### src/rtl/writeback_unit_if.sv
// Bus between the MEM/WB pipeline buffer / register-file consumers and the writeback unit.
// master drives the pipeline results and read addresses; slave is the writeback unit.
interface writeback_unit_if #(
    parameter int S = 15,
    parameter int A = 3
);
    logic [S:0]  InWord;
    logic [7:0]  InByte;
    logic [S:0]  InCtrl;
    logic [A:0]  RdAddrA;
    logic [A:0]  RdAddrB;
    logic [S:0]  OutRdA;
    logic [S:0]  OutRdB;
    logic        OutFwdValid;
    logic [A:0]  OutFwdDest;
    logic [S:0]  OutFwdData;
    logic        OutHalted;
    logic [15:0] OutRetired;
    logic        DbgState;

    modport master (
        output InWord, InByte, InCtrl, RdAddrA, RdAddrB,
        input  OutRdA, OutRdB, OutFwdValid, OutFwdDest, OutFwdData,
        input  OutHalted, OutRetired, DbgState
    );

    modport slave (
        input  InWord, InByte, InCtrl, RdAddrA, RdAddrB,
        output OutRdA, OutRdB, OutFwdValid, OutFwdDest, OutFwdData,
        output OutHalted, OutRetired, DbgState
    );
endinterface

### src/rtl/writeback_unit.sv
// Writeback stage: register file with write-through read ports, forwarding registers,
// retired-write counter and a RUN/HALTED FSM.
// No valid/ready handshake: every cycle the buffer presents one control word; all-zero is a bubble.
module writeback_unit #(
    parameter int S = 15,
    parameter int A = 3
) (
    input  logic             clk,
    input  logic             rst,
    writeback_unit_if.slave  bus
);
    localparam int NREG = 2 ** (A + 1);

    typedef enum logic {
        ST_RUN    = 1'b0,
        ST_HALTED = 1'b1
    } state_t;

    state_t      state_q, state_d;
    logic [S:0]  rf_q [NREG];
    logic [15:0] retired_q, retired_d;
    logic        fwd_valid_q, fwd_valid_d;
    logic [A:0]  fwd_dest_q, fwd_dest_d;
    logic [S:0]  fwd_data_q, fwd_data_d;

    logic        reg_write;
    logic [1:0]  wb_sel;
    logic        halt_req;
    logic [A:0]  dest;
    logic [S:0]  wdata;
    logic        run_active;
    logic        halted;
    logic        commit;
    logic        unused_ctrl;

    assign reg_write   = bus.InCtrl[15];
    assign wb_sel      = bus.InCtrl[14:13];
    assign halt_req    = bus.InCtrl[12];
    assign dest        = bus.InCtrl[A+8:8];
    assign unused_ctrl = ^bus.InCtrl[7:0];

    // Byte insert keeps the stored low byte and replaces bits 15:8.
    always_comb begin
        wdata = '0;
        case (wb_sel)
            2'b00: wdata = bus.InWord;
            2'b01: wdata = {{(S-7){1'b0}}, bus.InByte};
            2'b10: wdata = {{(S-7){bus.InByte[7]}}, bus.InByte};
            default: wdata[15:0] = {bus.InByte, rf_q[dest][7:0]};
        endcase
    end

    // FSM state register
    always_ff @(posedge clk) begin
        if (!rst) begin
            state_q <= ST_RUN;
        end else begin
            state_q <= state_d;
        end
    end

    // FSM next state
    always_comb begin
        state_d = state_q;
        case (state_q)
            ST_RUN:    if (halt_req) state_d = ST_HALTED;
            ST_HALTED: state_d = ST_HALTED;
            default:   state_d = ST_RUN;
        endcase
    end

    // FSM outputs
    always_comb begin
        run_active = 1'b0;
        halted     = 1'b0;
        case (state_q)
            ST_RUN:    run_active = 1'b1;
            ST_HALTED: halted     = 1'b1;
            default:   run_active = 1'b0;
        endcase
    end

    assign commit = run_active && reg_write && (dest != '0);

    always_comb begin
        retired_d   = retired_q;
        fwd_valid_d = commit;
        fwd_dest_d  = fwd_dest_q;
        fwd_data_d  = fwd_data_q;
        if (commit) begin
            fwd_dest_d = dest;
            fwd_data_d = wdata;
            if (retired_q != 16'hFFFF) begin
                retired_d = retired_q + 16'd1;
            end
        end
    end

    always_ff @(posedge clk) begin
        if (!rst) begin
            for (int i = 0; i < NREG; i++) begin
                rf_q[i] <= '0;
            end
            retired_q   <= '0;
            fwd_valid_q <= 1'b0;
            fwd_dest_q  <= '0;
            fwd_data_q  <= '0;
        end else begin
            if (commit) begin
                rf_q[dest] <= wdata;
            end
            retired_q   <= retired_d;
            fwd_valid_q <= fwd_valid_d;
            fwd_dest_q  <= fwd_dest_d;
            fwd_data_q  <= fwd_data_d;
        end
    end

    // commit is never true in HALTED, so the bypass switches off there automatically.
    always_comb begin
        if (bus.RdAddrA == '0) begin
            bus.OutRdA = '0;
        end else if (commit && (bus.RdAddrA == dest)) begin
            bus.OutRdA = wdata;
        end else begin
            bus.OutRdA = rf_q[bus.RdAddrA];
        end
    end

    always_comb begin
        if (bus.RdAddrB == '0) begin
            bus.OutRdB = '0;
        end else if (commit && (bus.RdAddrB == dest)) begin
            bus.OutRdB = wdata;
        end else begin
            bus.OutRdB = rf_q[bus.RdAddrB];
        end
    end

    assign bus.OutFwdValid = fwd_valid_q;
    assign bus.OutFwdDest  = fwd_dest_q;
    assign bus.OutFwdData  = fwd_data_q;
    assign bus.OutHalted   = halted;
    assign bus.OutRetired  = retired_q;
    assign bus.DbgState    = state_q;
endmodule

### src/flat_wrapper.sv
// flat-port wrapper written by rule: the top's interface ports become plain ports
module writeback_unit_flat 
#(
    parameter int S = 15,
    parameter int A = 3
)
  (clk, rst, bus_InWord, bus_InByte, bus_InCtrl, bus_RdAddrA, bus_RdAddrB, bus_OutRdA, bus_OutRdB, bus_OutFwdValid, bus_OutFwdDest, bus_OutFwdData, bus_OutHalted, bus_OutRetired, bus_DbgState);
  writeback_unit_if #(.S(S), .A(A)) bus_i ();
  input  logic clk;
  input  logic rst;
  input wire logic [$bits(bus_i.InWord)-1:0] bus_InWord;
  input wire logic [$bits(bus_i.InByte)-1:0] bus_InByte;
  input wire logic [$bits(bus_i.InCtrl)-1:0] bus_InCtrl;
  input wire logic [$bits(bus_i.RdAddrA)-1:0] bus_RdAddrA;
  input wire logic [$bits(bus_i.RdAddrB)-1:0] bus_RdAddrB;
  output wire logic [$bits(bus_i.OutRdA)-1:0] bus_OutRdA;
  output wire logic [$bits(bus_i.OutRdB)-1:0] bus_OutRdB;
  output wire logic [$bits(bus_i.OutFwdValid)-1:0] bus_OutFwdValid;
  output wire logic [$bits(bus_i.OutFwdDest)-1:0] bus_OutFwdDest;
  output wire logic [$bits(bus_i.OutFwdData)-1:0] bus_OutFwdData;
  output wire logic [$bits(bus_i.OutHalted)-1:0] bus_OutHalted;
  output wire logic [$bits(bus_i.OutRetired)-1:0] bus_OutRetired;
  output wire logic [$bits(bus_i.DbgState)-1:0] bus_DbgState;
  assign bus_i.InWord = bus_InWord;
  assign bus_i.InByte = bus_InByte;
  assign bus_i.InCtrl = bus_InCtrl;
  assign bus_i.RdAddrA = bus_RdAddrA;
  assign bus_i.RdAddrB = bus_RdAddrB;
  assign bus_OutRdA = bus_i.OutRdA;
  assign bus_OutRdB = bus_i.OutRdB;
  assign bus_OutFwdValid = bus_i.OutFwdValid;
  assign bus_OutFwdDest = bus_i.OutFwdDest;
  assign bus_OutFwdData = bus_i.OutFwdData;
  assign bus_OutHalted = bus_i.OutHalted;
  assign bus_OutRetired = bus_i.OutRetired;
  assign bus_DbgState = bus_i.DbgState;
  writeback_unit #(.S(S), .A(A)) u_core (.clk(clk), .rst(rst), .bus(bus_i));
endmodule
### config.mk
export PLATFORM = sky130hd
export DESIGN_NAME = writeback_unit_flat
export DESIGN_NICKNAME = d
export VERILOG_FILES = /design/src/rtl/writeback_unit_if.sv /design/src/rtl/writeback_unit.sv /design/src/flat_wrapper.sv
export SDC_FILE = /design/constraint.sdc
export NUM_CORES = 1
export LEC_CHECK = 0
export BUFFER_PORTS_ARGS = -buffer_cell sky130_fd_sc_hd__buf_2
export CAP_MARGIN = 5
export CORE_UTILIZATION = 50
export CTS_CLUSTER_SIZE = 28
export DETAILED_ROUTE_END_ITERATION = 6
export HOLD_SLACK_MARGIN = 0.1
export PLACE_DENSITY_LB_ADDON = 0.12
export SLEW_MARGIN = 20
export SYNTH_ARGS = -nofsm -noshare
export SYNTH_HDL_FRONTEND = slang
export SYNTH_SLANG_ARGS = --single-unit
### constraint.sdc
create_clock -name clk -period 3 [get_ports clk]
set_clock_uncertainty 0.1 [all_clocks]
set_input_delay 0.15 -clock clk [delete_from_list [all_inputs] [get_ports clk]]
set_output_delay 0.15 -clock clk [all_outputs]
set_load 0.01 [all_outputs]
==> summary.md <==
| Metric | Value |
|---|---|
| Primary FF master, synth | edfxtp_1 |
| Worst Path Arrival | 2.75 ns |
| DRT iter0 DRCs | 1333 |
| Commonest non-fill, non-tap cells in the layout | 263 x nor2_1, 256 x edfxtp_1, 176 x mux4_2 |
| Synth warn | 0 |
| Worst R2R Path Depth | 7 |
| Num rows | 65 |
| Layout cell share with drive strength beyond 1 | 35.1% |
| Critical Path Start | u_core.rf_q[15][1] |
| Asr flop ratio synth | 0% |
| PwrDens | 541 nW/um^2 |
| Placed insts | 1767 |
| Initial cell density of the core | 51.4% |
| Achievable frequency | 0.334 GHz |
| Pwr Total | 10.4 mW |
| Layout area overhead | 17.2% |
| First-pass GRT wire length | 74900 um |
| Boundary Pins | 121 |
| Die boundary height | 183 um |
| Yosys cell types | 49 |
| Largest family of logic cells by synthesized area | multiplexers |
| Largest net degree at the start of global routing | 45 |
| Die ar. | 33600 um^2 |
| Initial antenna violation count | 1 |
| Highest-delay cell along the critical path | mux4_2 |
| Synth Register Bits | 294 |
| Pins Over Slew Limit | 0 |
| Min-delay src | bus_InByte[5] |
| Fin Setup TNS | 0 ns |
| Post-DRT Antenna Nets | 0 |
| Finished Layout Cells | 1845 |
| HP Class | in -> reg |
| Launch point of the worst reg-to-reg path | u_core.rf_q[15][1] |
| Root Buffer | clkbuf_16 |
| Reg clk slew, reported paths | 0.06 ns |
| DP Area | 18000 um^2 |
| Core Area | 32000 um^2 |
| # diodes | 0 |
| Max Cap Viol | 0 |
| Vias per Instance | 6.36 |
| CP max stage delay | 0.55 ns |
| Tmin final | 3.00 ns |
| Clock Latency Late Sink | 0.53 ns |
| Finished Cell Area | 19200 um^2 |
| Worst Hold Depth | 5 |
| Hold Vio Cnt, Final | 0 |
| Final Wtd Congestion | 0.880 |
| Via Count | 11.7k |
| Pre-antenna DRT Iters | 5 |
| Nets | 1435 |
| Final setup fails | 0 |
| Port bufs | 112 |
| Multiplexer share of the synthesized area | 26.7% |
| All-Layer GR Usage | 31.0% |
| Fraction of the yosys area taken by sequential cells | 51.5% |
| Worst Path Class, Setup | reg -> out |
| WL per Instance | 27.4 um |
| Req. time, crit path | 2.75 ns |
| Total CTS buffers | 34 |
| Post-DP HPWL | 35000 um |
| Post-synthesis adder-cell area fraction | 0.0762% |
| Clock tree buffer depth | 3 |
| Synth Area in Compound Gates | 5.52% |
| Vias in the first global route | 11.7k |
| Final period util | 99.9% |
| Status | finished clean |
| CP Max Fanout | 4 |
| Post-Synth Simple-Gate Area | 10.8% |
| Synth Cell Area | 16400 um^2 |
| Die Wd | 183 um |
| Final WL | 50600 um |
| CTS tree | done |
| Max-slew headroom | 33.6% |
| Pleak | 7.23 nW |
| Endpoint class of the critical path | output pin |
| Post-synthesis xor/xnor area fraction | 1.12% |
| Detailed-route DRC error count | 0 |
| H-tree levels | 2 |
| Grt total ovfl | 0 |
| CTS Sinks | 294 |
| Fin util | 60.2% |
| Startpoint class of the critical path | register |
| Commonest non-fill, non-tap cell in the layout | nor2_1 |
| Mapped Avg Cell Area | 13.6 um^2 |
| Crit path cell chain | mux4_2, mux2i_4, nor3_1, a311oi_4, o22ai_1, buf_2 |
| Post-synth EDFFs | 256 |
| Max VDD drop | 460 uV |
| Mapped Cells | 1208 |
| Least-Margin Pin Slew | 0.989 ns |
[report_power, final]
group | switching [mW] | internal [mW]
combinational | 0.943 | 0.742
sequential | 0.107 | 4.62
clock | 1.73 | 2.27
total | 2.78 | 7.63
[final timing paths]
kind                                    to  slack [ns]
setup / recovery             bus_OutRdA[1]       0.004
hold / removal    u_core.bus.OutFwdData[5]        0.18
hold reg to reg   u_core.bus.OutFwdDest[1]        0.37
setup reg to reg         u_core.rf_q[9][1]        0.45
[layer usage]
metal / track usage (%) / up-vias / share of wire [%]
li1: - / 4984 / -
met1: 42.0 / 5979 / 39
met2: 50.4 / 640 / 48
met3: 5.34 / 127 / 9.3
met4: 11.6 / 0 / 3.6
met5: 0 / - / 0
[sequential cells by signal (all words and copies together) (netlist names)]
signal / count
u_core.bus.DbgState: 1
u_core.bus.OutFwdData: 16
u_core.bus.OutFwdDest: 4
u_core.bus.OutFwdValid: 1
u_core.bus.OutRetired: 16
u_core.rf_q: 256
[cell usage after synthesis (15+ instances only)]
cell,number,area share [%]
a211oi_1,15,0.69
a21oi_1,23,0.70
buf_2,34,1.0
clkbuf_1,54,1.2
dfxtp_1,38,4.6
edfxtp_1,256,47
inv_1,35,0.80
mux2i_1,23,1.4
mux4_2,175,24
nand2_1,58,1.3
nand3_1,17,0.52
nor2_1,264,6.0
nor2b_1,19,0.72
o22ai_1,39,1.5
[stage by stage]
stage / hold slack (ns) / worst slack [ns]
after global routing: 0.221 / -0.0130
after CTS: 0.175 / 0.00782
final: 0.178 / 0.00440
after detailed placement: 0.278 / 0.283
after floorplan: 0.166 / 0.610
after global placement: 0.257 / 0.287
[final cells by class]
type | instances | area (um^2)
Timing Repair Buffer | 235 | 1680
Tap cell | 435 | 544
Inverter | 35 | 131
Fill cell | 2537 | 12700
Clock inverter | 16 | 146
Multi-Input combinational cell | 784 | 7380
Clock buffer | 46 | 916
Sequential cell | 294 | 8450
[cell families (layout without fill, tap and decap cells)]
logic type	count (synthesis)	in the layout
compound gates	118	118
xor+xnor	21	21
fa+ha+maj	1	1
buf+inv	145	332
flops	294	294
mux	214	214
other cells	1	16
simple gates	414	414
[what timing repair did]
action	in CTS	in global routing
endpoints found under the setup margin	4	8
gates cloned	0	0
pin swaps	0	4
hold buffers	7	0
buffers inserted	0	9
resized for setup	2	6
hold endpoints to repair	13	0
[worst max-delay path: cells and delay by family, from the launching register on]
family                 cells  cell delay [ns]
multiplexers               2             0.78
flip-flops                 1             0.41
AO/OA/AOI/OAI              2             0.70
AND/OR/NAND/NOR            1             0.10
buffers and inverters      1             0.22
Note: power is estimated with default switching activity, not from simulation.
